**config.mk**
```make
export PLATFORM = sky130hd
export DESIGN_NAME = instruction_fetch
export DESIGN_NICKNAME = d
export VERILOG_FILES = /design/src/rtl/instruction_fetch.sv
export SDC_FILE = /design/constraint.sdc
export NUM_CORES = 1
export LEC_CHECK = 0
export ABC_AREA = 0
export BUFFER_PORTS_ARGS = -buffer_cell sky130_fd_sc_hd__buf_2
export CAP_MARGIN = 20
export CORE_MARGIN = 2
export CORE_UTILIZATION = 51
export DETAILED_ROUTE_END_ITERATION = 10
export PLACE_DENSITY = 0.87
export SYNTH_ARGS = -nofsm -noshare
export SYNTH_HDL_FRONTEND = slang
export SYNTH_SLANG_ARGS = --single-unit
```
**constraint.sdc**
```tcl
create_clock -name clock -period 3.9 [get_ports clock]
set_clock_uncertainty 0.2 [all_clocks]
set_input_delay 0.585 -clock clock [delete_from_list [all_inputs] [get_ports clock]]
set_output_delay 0.585 -clock clock [all_outputs]
set_load 0.01 [all_outputs]
```
**src/rtl/instruction_fetch.sv**
```systemverilog
// Fetch stage: PC, instruction register, halt/fault control.
// Optional valid-fetch counter built when FETCH_COUNT_EN is defined.
module instruction_fetch #(
   parameter int unsigned MEM_DEPTH   = 31,
   parameter logic [31:0] RESET_PC    = 32'd0,
   parameter logic [4:0]  HALT_OPCODE = 5'b00110,
   parameter logic [31:0] NOP_WORD    = 32'h20000000
) (
   input  logic        clock,
   input  logic        reset,
   output logic [31:0] instruction_address,
   input  logic [31:0] instruction_data_input,
   input  logic        stall,
   input  logic        branch_taken,
   input  logic [31:0] branch_target,
   input  logic        resume,
   output logic [31:0] fetched_instruction,
   output logic [31:0] fetched_pc,
   output logic        fetch_valid,
   output logic        halted,
   output logic        address_fault,
   output logic [31:0] fetch_count
);

   localparam logic [1:0] S_RUN   = 2'd0;
   localparam logic [1:0] S_HALT  = 2'd1;
   localparam logic [1:0] S_FAULT = 2'd2;

   logic [1:0]  state_q, state_d;
   logic [31:0] pc_q, pc_d;
   logic [31:0] ir_q, ir_d;
   logic [31:0] fpc_q, fpc_d;
   logic        valid_q, valid_d;
   logic        halted_q, halted_d;
   logic        fault_q, fault_d;
   logic        pc_oor;
   logic        fetch_ld;
   logic        is_halt;

   assign pc_oor  = (pc_q >= MEM_DEPTH);
   assign is_halt = (instruction_data_input[31:27] == HALT_OPCODE);

   // A real capture happens only in RUN with no flush, no fault, no stall.
   assign fetch_ld = (state_q == S_RUN) && !branch_taken
                     && !pc_oor && !stall;

   // Next-state logic; branch flush beats fault check beats stall.
   always_comb begin
      state_d  = state_q;
      pc_d     = pc_q;
      ir_d     = ir_q;
      fpc_d    = fpc_q;
      valid_d  = valid_q;
      halted_d = halted_q;
      fault_d  = fault_q;
      case (state_q)
         S_RUN: begin
            if (branch_taken) begin
               pc_d    = branch_target;
               ir_d    = NOP_WORD;
               valid_d = 1'b0;
            end else if (pc_oor) begin
               state_d  = S_FAULT;
               fault_d  = 1'b1;
               halted_d = 1'b1;
               valid_d  = 1'b0;
            end else if (fetch_ld) begin
               ir_d    = instruction_data_input;
               fpc_d   = pc_q;
               valid_d = 1'b1;
               if (is_halt) begin
                  state_d  = S_HALT;
                  halted_d = 1'b1;
               end else begin
                  pc_d = pc_q + 32'd1;
               end
            end
         end
         S_HALT: begin
            valid_d = 1'b0;
            if (resume) begin
               pc_d     = pc_q + 32'd1;
               halted_d = 1'b0;
               state_d  = S_RUN;
            end
         end
         S_FAULT: begin
            valid_d  = 1'b0;
            halted_d = 1'b1;
            fault_d  = 1'b1;
         end
         default: begin
            state_d = S_FAULT;
            valid_d = 1'b0;
         end
      endcase
   end

   // State registers with synchronous reset.
   always_ff @(posedge clock) begin
      if (reset) begin
         state_q  <= S_RUN;
         pc_q     <= RESET_PC;
         ir_q     <= NOP_WORD;
         fpc_q    <= 32'd0;
         valid_q  <= 1'b0;
         halted_q <= 1'b0;
         fault_q  <= 1'b0;
      end else begin
         state_q  <= state_d;
         pc_q     <= pc_d;
         ir_q     <= ir_d;
         fpc_q    <= fpc_d;
         valid_q  <= valid_d;
         halted_q <= halted_d;
         fault_q  <= fault_d;
      end
   end

`ifdef FETCH_COUNT_EN
   logic [31:0] cnt_q;

   // Count every edge that loads a valid instruction.
   always_ff @(posedge clock) begin
      if (reset)
         cnt_q <= 32'd0;
      else if (fetch_ld)
         cnt_q <= cnt_q + 32'd1;
   end

   assign fetch_count = cnt_q;
`else
   assign fetch_count = 32'd0;
`endif

   assign instruction_address = pc_q;
   assign fetched_instruction = ir_q;
   assign fetched_pc          = fpc_q;
   assign fetch_valid         = valid_q;
   assign halted              = halted_q;
   assign address_fault       = fault_q;

endmodule

```
# Yosys cells after proc, flatten, opt, wreduce, memory -nomap -nowiden

Cells that the tools add are included.

Add/subtract/negate cells: 1
Multiply operators: 0
Div/mod/pow operators: 0
$lt $le $gt $ge: 1
Equal/unequal tests: 12
Shift operators: 0
Mux-type cells: 24
Bitwise gates (word level): 4
Reductions and logical operators: 18

Operator list:

| operator                                                            | number |
|---|---|
| two-way mux 32 bit                                                  | 8 |
| one-hot mux 32 bit (2 select lines)                                 | 1 |
| adder 32 x 1 -> 32 bit (second input constant)                      | 1 |
| greater-or-equal comparator 32 x 5 -> 1 bit (second input constant) | 1 |
| != test 3 bit (second input constant)                               | 5 |
| AND reduction 5 bit                                                 | 3 |
| two-way mux 2 bit                                                   | 5 |
| != test 2 bit (second input constant)                               | 4 |
| two-way mux 1 bit                                                   | 7 |
| one-hot mux 2 bit (3 select lines)                                  | 1 |
| AND reduction 3 bit                                                 | 2 |
| nonzero test 2 bit                                                  | 3 |
| == test 5 x 3 -> 1 bit (second input constant)                      | 1 |
| NOT 1 bit                                                           | 4 |
| AND reduction 4 bit                                                 | 1 |
| OR reduction 4 bit                                                  | 1 |
| logical AND 1 bit                                                   | 3 |
| logical NOT 1 bit                                                   | 3 |
| one-hot mux 1 bit (3 select lines)                                  | 1 |
| nonzero test 3 bit                                                  | 1 |
| == test 2 x 1 -> 1 bit (second input constant)                      | 1 |
| == test 2 bit (second input constant)                               | 1 |
| logical NOT 2 bit                                                   | 1 |
| one-hot mux 1 bit (2 select lines)                                  | 1 |

Register bits after elaboration: 101
Bits in latches: 0
Bits in writable memories: 0
Memory bits (read-only): 0
Output and inout bits: 131
Memories: 0

# Logic depth before layout (Yosys ltp)

Gate-level depths: netlist (run 1).

Depth after elaboration: 8
Gate-level depth with buffers: 9

# Worst setup path after synthesis (run 1)

OpenSTA, ideal clock, no wires.

Path kind: reg2reg
From: reg pc_q[0], in the netlist instruction_address[0]
To: reg fpc_q[11], in the netlist fetched_pc[11]
Setup time: 59 ps
Arrival time: 2046 ps
Data required time: 3641 ps
Slack: 1595 ps
Cell stages (with the launch flop): 10
Buffers on the path: 2
Clock period less this slack: 2305 ps
Cells stage by stage: dfxtp_1 > ha_1 > nand4_1 > nor2_1 > nor3_4 > and3b_1 > buf_2 > nor2_2 > clkbuf_1 > and2_1

Word-level cells in the longest chain between the ends: 5
Elaborated cells on any way between the ends: 6
Those cells by class: 1 x order compare; 1 x bitwise; 4 x reduce/logical

RTL lines:

| what                                            | line | RTL |
|---|---|---|
| start: declaration                              | 30   | `logic [31:0] pc_q, pc_d;` |
| start signal: assignment                        | 111  | `pc_q <= pc_d;` |
| greater-or-equal comparator 32 x 5 -> 1 bit (*) | 40   | `assign pc_oor = (pc_q >= MEM_DEPTH);` |
| logical NOT 1 bit                               | 45   | `&& !pc_oor && !stall;` |
| logical AND 1 bit (2 in series)                 | 45   |  |
| AND reduction 4 bit (no source line) (*)        | --   |  |
| end signal: assignment                          | 113  | `fpc_q <= fpc_d;` |
| end: declaration                                | 32   | `logic [31:0] fpc_q, fpc_d;` |

Every way passes the cells marked *; elsewhere a longest branch is shown, timed or not.
A chain may end at the register's enable or synchronous reset.

# Final worst setup path (run 1)

From: reg pc_q[1], in the netlist instruction_address[1]
To: reg fpc_q[12], in the netlist fetched_pc[12]

Same word-level chain as after synthesis.

==> results.py, run 1 <==
metrics = {
    "run_status": {
        "status": "complete, no violations",
    },
    "clocking": {
        "cts_tree": "done",
        "numClockSinks": 101,
        "htree_levels": 3,
        "clock_latency_ns": 0.37,
        "postCtsSetupBuffers": 0,
        "cts_made_buffers": 9,
        "cts_resized": 0,
        "hold_buffers": 0,
        "clk_pin_slew_ns": 0.11,
        "clock_path_buffers": 2,
        "cts_root_buffer": "clkbuf_8",
    },
    "worst_hold_path": {
        "hold_path_class": "primary input to flop",
        "min_from": "instruction_data_input[5]",
    },
    "synth": {
        "ys_top_cells_by_area": "dfxtp_1 (45%), a22o_1 (6.2%), buf_4 (5.5%), nand2_1 (4.6%), a21oi_1 (4.4%)",
        "postSynthCellCount": 517,
        "ys.warnings.count": 0,
        "yosysSeqAreaShare_pct": 44.5,
        "synth_top_area_share_pct": 44.5,
        "synth_commonest_cells": "dfxtp_1 (101), nand2_1 (56), a21oi_1 (40)",
        "synth_cell_types": 56,
        "avgSynthCellArea_um2": 8.78,
        "yosysTopAreaCell": "dfxtp_1",
        "synth_flop_cell": "dfxtp_1",
        "ys_ff_latch": 101,
        "mappedNetlistArea_um2": 4540,
        "synth-edff-count": 0,
        "synthArstFlopShare_pct": 0,
        "post-synth-top-count-cell": "dfxtp_1",
    },
    "routing": {
        "routed-via-count": 4404,
        "first_iter_violations": 263,
        "ant_nets": 0,
        "drc": 0,
        "via_per_inst": 5.65,
        "wl_per_cell_um": 16.0,
        "wirelength_um": 12500,
        "firstDrtPassIters": 5,
    },
    "worst_setup_path": {
        "cp-end-kind": "flop",
        "cp_data_arrival_time_ns": 2.89,
        "r2r-start": "instruction_address[1]$_SDFFE_PP0P_",
        "rrSetupSlack_ns": 1.12,
        "crit_start": "instruction_address[1]$_SDFFE_PP0P_",
        "worstSetupPathType": "flop to flop",
        "critical_path.max_fanout": 27,
        "critPathLaunchType": "flop",
        "crit_required_ns": 4.01,
    },
    "floorplanning": {
        "core_area_um2": 8680,
        "pin_count": 200,
        "die_w_um": 98.3,
        "die_y_um": 98.3,
        "die_area_um2": 9670,
        "start_util_pct": 52.3,
        "rows": 34,
    },
    "pwr": {
        "vdd_drop_max_mv": 0.226,
        "p_per_area_nw_per_um2": 371,
        "leakagePower_nw": 2.49,
    },
    "cells_and_area": {
        "area_delta_synth_final_pct": 21.0,
        "instances_no_fill": 780,
        "design_area_um2": 5490,
        "ff_latch_area_um2": 2020,
        "multiInputGateArea_um2": 2240,
        "drive_above_1_share_pct": 30.4,
        "finalNetCount": 737,
        "fill_cells": 740,
        "antenna-diode-count": 0,
    },
    "global_route": {
        "grt_pass1_vias": 4147,
        "grt-ovfl-total": 0,
        "antenna_found_initial": 0,
        "grt_pass1_wl_um": 19900,
        "grt_max_degree": 34,
        "grt_usage_pct": 24.8,
    },
    "place": {
        "port_buffers": 167,
        "numPlacedInstances": 764,
        "dp_hpwl_um": 8940,
        "gp_congestion": 0.955,
        "place_area_um2": 5310,
    },
    "timing": {
        "tns_ns": 0,
        "hold_viol": 0,
        "max_freq_mhz": 360,
        "fin_crit_ns": 2.78,
        "drv_slew": 0,
        "rsz0062_at_grt": "no",
        "worstMarginPinSlew_ns": 0.914,
        "slew_headroom_pct": 38.6,
        "period_share_pct": 71.2,
        "setup_viol_count_final": 0,
    },
    "job": {
        "drv_cap": 0,
    },
}
==> report_power, final <==
| group | switching, W | internal [W] |
|---|---|---|
| Combinational | 0.000179 | 0.000111 |
| Sequential | 0.0000453 | 0.00106 |
| Clock | 0.000395 | 0.000247 |
| Total | 0.000619 | 0.00142 |
==> worst max-delay path: stages, from the launching register on <==
cell	delay (ns)
dfxtp_1	0.47
ha_1	0.27
nand4_1	0.25
nor2_1	0.26
nor3_4	0.11
and3b_1	0.33
nor2_2	0.60
and2_1	0.22
==> metal layers <==
layer  global-route usage (%)  routed length [µm]  up-vias
met5                        0                   0        -
met4                     8.11                 256        0
met3                     7.73                1160       25
met2                     38.9                5840      226
met1                     32.6                5240     2044
li1                         -                   -     2109
==> worst paths after layout <==
| check | cells past startpoint | to |
|---|---|---|
| setup / recovery | 7 | fetched_pc[12]$_SDFFE_PP0P_ |
| hold / removal | 2 | fetched_instruction[5]$_SDFFE_PP0P_ |
| setup reg to reg | 7 | fetched_pc[12]$_SDFFE_PP0P_ |
| hold reg to reg | 2 | address_fault$_SDFFE_PP0P_ |
==> area by class of cell <==
class,instances,area share [%]
Multi-Input combinational cell,374,40.7
Sequential cell,101,36.8
Timing Repair Buffer,174,16.2
Tap cell,108,2.46
Clock buffer,9,2.25
Clock inverter,7,1.12
Inverter,7,0.478
==> kinds of logic (layout without fill, tap and decap cells) <==
family / count (synthesis) / count (layout) / share of synthesized area, %
AND/OR/NAND/NOR: 179 / 179 / 21.2
AO/OA/AOI/OAI: 156 / 156 / 23.4
flip-flops: 101 / 101 / 44.5
buffers and inverters: 73 / 197 / 9.18
multiplexers: 6 / 6 / 1.32
adder cells (fa/ha/maj): 1 / 1 / 0.276
other: 1 / 32 / 0.0826
==> layout by cell type, fill, tap and decap left out, drive strengths merged, types with 4 or more instances in the layout <==
cell type and n:
a211oi 5, a21oi 40, a22o 32, a31oi 6, and2 31, and4 5, buf 174, clkbuf 9
conb 32, dfxtp 101, inv 12, mux2i 6, nand2 56, nand2b 6, nand3 15, nand4 8
nor2 24, nor3 11, nor4 10, o21a 4, o21ai 34, o31a 4, o31ai 8, or3 4
==> through the flow <==
step | total power, W | setup slack (ns) | hold slack (ns) | utilization [%]
global placement | 0.00140 | 1.29 | 0.233 | 61.2
global route | 0.00213 | 0.869 | 0.216 | 63.3
finish | 0.00204 | 1.12 | 0.223 | 63.3
CTS | 0.00205 | 1.13 | 0.208 | 63.3
floorplan | 0.00133 | 1.59 | 0.270 | -
detailed placement | 0.00141 | 1.15 | 0.239 | 61.2
==> sequential cells by signal (all words and copies together), names as in the netlist <==
register / cells
fetched_instruction: 32
fetched_pc: 32
instruction_address: 32
state_q: 2
address_fault: 1
fetch_valid: 1
halted: 1
(Power assumes the default switching activity.)
==> inputs of run 2 (changes only) <==
Settings changed: CORE_UTILIZATION 51 to 47, PLACE_DENSITY 0.87 to 0.82.
Clock period 3.9 ns to 2.9 ns, I/O delays scaled along.
==> run 2 against run 1 <==
Final area is 2.9% higher. Critical endpoint is now fetched_pc[16]$_SDFFE_PP0P_. Non-clock buffer count is 15 higher. Final cell count is 4.6% higher. Sequential share of layout area is 1.0 points lower. Highest routed layer unchanged. Register-to-register slack worse by 0.89 ns. Critical path type unchanged. Utilization is 2.4 points lower. Hold slack worse by 0.15 ns. Sequential power is 33% higher. Largest power group unchanged. Total power is 35% higher. Largest cell class unchanged. Global-route usage is 0.79 points lower.
==> results.py, run 2 (same netlist as run 1, synthesis figures left out) <==
metrics = {
    "pwr": {
        "design_power_total_w": 0.00275,
        "leakagePower_nw": 2.57,
        "vdd_drop_max_mv": 0.298,
        "p_per_area_nw_per_um2": 487,
    },
    "global_route": {
        "antenna_found_initial": 0,
        "grt_pass1_vias": 4158,
        "grt-ovfl-total": 0,
        "grt_max_degree": 36,
        "grt_usage_pct": 24.0,
        "grt_pass1_wl_um": 19900,
    },
    "job": {
        "drv_cap": 0,
    },
    "clocking": {
        "cts_root_buffer": "clkbuf_8",
        "postCtsSetupBuffers": 0,
        "clock_path_buffers": 2,
        "htree_levels": 3,
        "clock_latency_ns": 0.38,
        "clk_pin_slew_ns": 0.10,
        "cts_made_buffers": 9,
        "cts_tree": "done",
        "cts_resized": 0,
        "numClockSinks": 101,
        "hold_buffers": 0,
    },
    "cells_and_area": {
        "antenna-diode-count": 0,
        "finalNetCount": 752,
        "drive_above_1_share_pct": 31.9,
        "area_delta_synth_final_pct": 24.5,
        "final_common_cell": "buf_2",
        "final_cell_mix": "buf_2 (167), dfxtp_1 (101), nand2_1 (56)",
    },
    "floorplanning": {
        "pin_count": 200,
        "start_util_pct": 48.9,
        "core_area_um2": 9280,
        "die_y_um": 102,
        "die_w_um": 102,
        "rows": 35,
        "die_area_um2": 10500,
    },
    "timing": {
        "max_freq_mhz": 375,
        "rsz0062_at_grt": "no",
        "timing.hold.ws_ns": 0.0724,
        "fin_crit_ns": 2.66,
        "slew_headroom_pct": 51.8,
        "drv_slew": 0,
        "setup_viol_count_final": 0,
        "worstMarginPinSlew_ns": 0.722,
        "tns_ns": 0,
        "period_share_pct": 91.9,
        "hold_viol": 0,
    },
    "worst_setup_path": {
        "r2r-start": "instruction_address[15]$_SDFFE_PP0P_",
        "critical_path.max_fanout": 27,
        "rrSetupSlack_ns": 0.24,
        "cp_data_arrival_time_ns": 2.73,
        "crit_start": "instruction_address[15]$_SDFFE_PP0P_",
        "timing.critical_path.to": "fetched_pc[16]$_SDFFE_PP0P_",
        "worstSetupPathType": "flop to flop",
        "critPathLaunchType": "flop",
        "r2r_cells": 6,
        "crit_required_ns": 2.96,
        "worst_r2r_endpoint": "fetched_pc[16]$_SDFFE_PP0P_",
        "cp-end-kind": "flop",
    },
    "routing": {
        "drc": 0,
        "wl_per_cell_um": 15.6,
        "wirelength_um": 12700,
        "routed-via-count": 4481,
        "via_per_inst": 5.49,
        "firstDrtPassIters": 5,
        "first_iter_violations": 356,
        "ant_nets": 0,
    },
    "place": {
        "dp_hpwl_um": 9260,
        "port_buffers": 167,
        "gp_congestion": 0.875,
    },
    "run_status": {
        "status": "complete, no violations",
    },
    "worst_hold_path": {
        "hold_path_class": "primary input to flop",
    },
}
==> run 2: area by class of cell <==
type,count,area [µm²]
clock buffers,10,128
repair buffers,189,1020
inverters,7,26.3
multi-input cells,374,2240
well taps,129,161
flip-flops and latches,101,2020
clock inverters,6,53.8
fillers,836,3630
==> run 2: metal layers <==
layer,track usage (%),up-vias,wire [µm]
met5,0,-,0
met4,7.38,0,203
met3,7.25,20,1230
met2,38.2,226,5910
met1,31.5,2097,5340
li1,-,2138,-
==> run 2: worst min-delay path by stage <==
stage	start	end	slack, ns	cells past startpoint
after floorplan	address_fault$_SDFFE_PP0P_	address_fault$_SDFFE_PP0P_	0.27	2
after global placement	fetched_pc[15]$_SDFFE_PP0P_	fetched_pc[15]$_SDFFE_PP0P_	0.24	1
after detailed placement	fetched_pc[15]$_SDFFE_PP0P_	fetched_pc[15]$_SDFFE_PP0P_	0.24	1
after CTS	instruction_data_input[20]	fetched_instruction[20]$_SDFFE_PP0P_	0.05	2
after global routing	instruction_data_input[3]	fetched_instruction[3]$_SDFFE_PP0P_	0.06	2
final	instruction_data_input[11]	fetched_instruction[11]$_SDFFE_PP0P_	0.07	2
==> run 2: worst max-delay path: stages, from the launching register on <==
cell and delay [ns]:
dfxtp_1 0.38, nor4_1 0.40, nand4_1 0.27, nor3_4 0.36
and3b_1 0.47, nor2_2 0.25, and2_1 0.23
==> run 2: metrics by stage <==
| stage | worst slack (ns) | std cells | area [µm²] | util [%] |
|---|---|---|---|---|
| 2_1_floorplan | 0.595 | 548 | 4660 | - |
| 4_1_cts | 0.286 | 816 | 5650 | 60.9 |
| 3_3_place_gp | 0.337 | 799 | 5460 | 58.8 |
| 5_1_grt | 0.0530 | 816 | 5650 | 60.9 |
| 6_report | 0.236 | 816 | 5650 | 60.9 |
| 3_5_place_dp | 0.298 | 800 | 5470 | 58.9 |
==> run 2: power breakdown <==
part	switching, W	internal (W)
Sequential	0.0000506	0.00143
Combinational	0.000257	0.000169
Clock	0.000518	0.000328
Total	0.000826	0.00193
==> inputs of run 3 (changes only) <==
Settings changed: RECOVER_POWER set to 50.
==> run 3 against run 2 <==
Clock power shrank 0.5%. Utilization shrank 1.5 points. Largest cell class unchanged. Wire length is essentially flat. Sequential share of layout area grew 0.90 points. Global-route usage is the same. Sequential power is essentially flat. Non-clock buffer count is the same. Worst setup slack gained 0.038 ns.
==> results.py, run 3 (same netlist as run 1, synthesis figures left out) <==
metrics = {
    "floorplanning": {
        "rows": 35,
        "start_util_pct": 48.9,
        "pin_count": 200,
        "core_area_um2": 9280,
        "die_area_um2": 10500,
        "die_w_um": 102,
        "die_y_um": 102,
    },
    "timing": {
        "setup_ws_ns": 0.273,
        "timing.hold.ws_ns": 0.0712,
        "rsz0062_at_grt": "no",
        "slew_headroom_pct": 51.4,
        "drv_slew": 0,
        "worstMarginPinSlew_ns": 0.729,
        "period_share_pct": 90.6,
        "fin_crit_ns": 2.63,
        "hold_viol": 0,
        "tns_ns": 0,
        "setup_viol_count_final": 0,
        "max_freq_mhz": 381,
    },
    "worst_setup_path": {
        "crit_required_ns": 2.96,
        "worstSetupPathType": "flop to flop",
        "slowest_delay_ns": 0.47,
        "r2r_cells": 6,
        "timing.critical_path.to": "fetched_pc[10]$_SDFFE_PP0P_",
        "cp_slowest_cell": "and3b_1",
        "cp-end-kind": "flop",
        "worst_r2r_endpoint": "fetched_pc[10]$_SDFFE_PP0P_",
        "cp_data_arrival_time_ns": 2.69,
        "critical_path.max_fanout": 27,
        "crit_path_cell_trace": "nor4_1, nand4_1, nor3_4, and3b_1, nor2_2, and2_1",
        "critPathLaunchType": "flop",
        "crit_start": "instruction_address[15]$_SDFFE_PP0P_",
        "rrSetupSlack_ns": 0.27,
        "r2r-start": "instruction_address[15]$_SDFFE_PP0P_",
    },
    "routing": {
        "wirelength_um": 12700,
        "via_per_inst": 5.47,
        "wl_per_cell_um": 15.6,
        "wl_met1_um": 5400,
        "routed-wl-met3_um": 1120,
        "firstDrtPassIters": 5,
        "first_iter_violations": 321,
        "wl_met2_um": 5960,
        "routed.top_layer": "met4",
        "routed-via-count": 4463,
        "drc": 0,
        "ant_nets": 0,
    },
    "place": {
        "port_buffers": 167,
        "numPlacedInstances": 800,
        "dp_worst_setup_slack_ns": 0.298,
        "gp_congestion": 0.875,
        "dp_hpwl_um": 9260,
    },
    "job": {
        "drv_cap": 0,
    },
    "pwr": {
        "leakagePower_nw": 2.15,
        "design_power_total_w": 0.00273,
        "p_per_area_nw_per_um2": 496,
        "vdd_drop_max_mv": 0.297,
    },
    "cells_and_area": {
        "fill_cells": 899,
        "drive_above_1_share_pct": 17.5,
        "instances_no_fill": 816,
        "multiInputGateArea_um2": 2240,
        "area_delta_synth_final_pct": 21.5,
        "final_common_cell": "dfxtp_1",
        "finalNetCount": 752,
        "ff_latch_area_um2": 2020,
        "final_cell_mix": "dfxtp_1 (101), clkbuf_1 (100), buf_2 (74)",
        "antenna-diode-count": 0,
    },
    "clocking": {
        "cts_tree": "done",
        "clock_path_buffers": 2,
        "postCtsSetupBuffers": 0,
        "clock_latency_ns": 0.38,
        "hold_buffers": 0,
        "htree_levels": 3,
        "numClockSinks": 101,
        "cts_made_buffers": 9,
        "cts_root_buffer": "clkbuf_8",
        "cts_resized": 0,
        "clk_pin_slew_ns": 0.11,
    },
    "global_route": {
        "grt_pass1_vias": 4158,
        "grt_usage_pct": 24.0,
        "grt_pass1_wl_um": 19900,
        "antenna_found_initial": 0,
        "grt-ovfl-total": 0,
        "grt_max_degree": 36,
    },
    "run_status": {
        "status": "complete, no violations",
    },
    "worst_hold_path": {
        "hold_path_class": "primary input to flop",
    },
}
-- run 3: cell count changes in the layout (fill, tap and decap cells not counted) --
cell	before	now
buf_4	20	14
clkbuf_1	1	100
buf_2	167	74
-- run 3: per-stage QoR --
step | instance area [µm²] | util, %
finish | 5510 | 59.4
detailed placement | 5470 | 58.9
global placement | 5460 | 58.8
floorplan | 4660 | -
global route | 5510 | 59.4
CTS | 5650 | 60.9
-- run 3: area by class of cell --
class                   count  share of cell area, %
inverters                   7                  0.477
clock inverters             6                  0.976
well taps                 129                   2.93
flip-flops and latches    101                   36.7
clock buffers              10                   2.31
repair buffers            189                   16.0
multi-input cells         374                   40.6
-- run 3: per-layer routing --
layer  vias up  global-route usage [%]
li1       2140                       -
met1      2098                    31.5
met2       204                    38.2
met3        21                    7.25
met4         0                    7.38
met5         -                       0
-- run 3: worst max-delay path, delay by kind of cell (launching register included) --
kind | cells | cell delay (ns)
AND/OR/NAND/NOR | 6 | 1.93
flip-flops | 1 | 0.38
-- run 3: worst min path at each step --
| stage | from | endpoint | slack (ns) | cells past startpoint |
|---|---|---|---|---|
| after floorplan | address_fault$_SDFFE_PP0P_ | address_fault$_SDFFE_PP0P_ | 0.27 | 2 |
| after global placement | fetched_pc[15]$_SDFFE_PP0P_ | fetched_pc[15]$_SDFFE_PP0P_ | 0.24 | 1 |
| after detailed placement | fetched_pc[15]$_SDFFE_PP0P_ | fetched_pc[15]$_SDFFE_PP0P_ | 0.24 | 1 |
| after CTS | instruction_data_input[20] | fetched_instruction[20]$_SDFFE_PP0P_ | 0.05 | 2 |
| after global routing | instruction_data_input[3] | fetched_instruction[3]$_SDFFE_PP0P_ | 0.06 | 2 |
| final | instruction_data_input[20] | fetched_instruction[20]$_SDFFE_PP0P_ | 0.07 | 2 |
-- run 3: report_power, final --
group          switching [W]  internal (W)
clock               0.000514      0.000328
combinational       0.000258      0.000155
sequential         0.0000514       0.00143
total               0.000824       0.00191
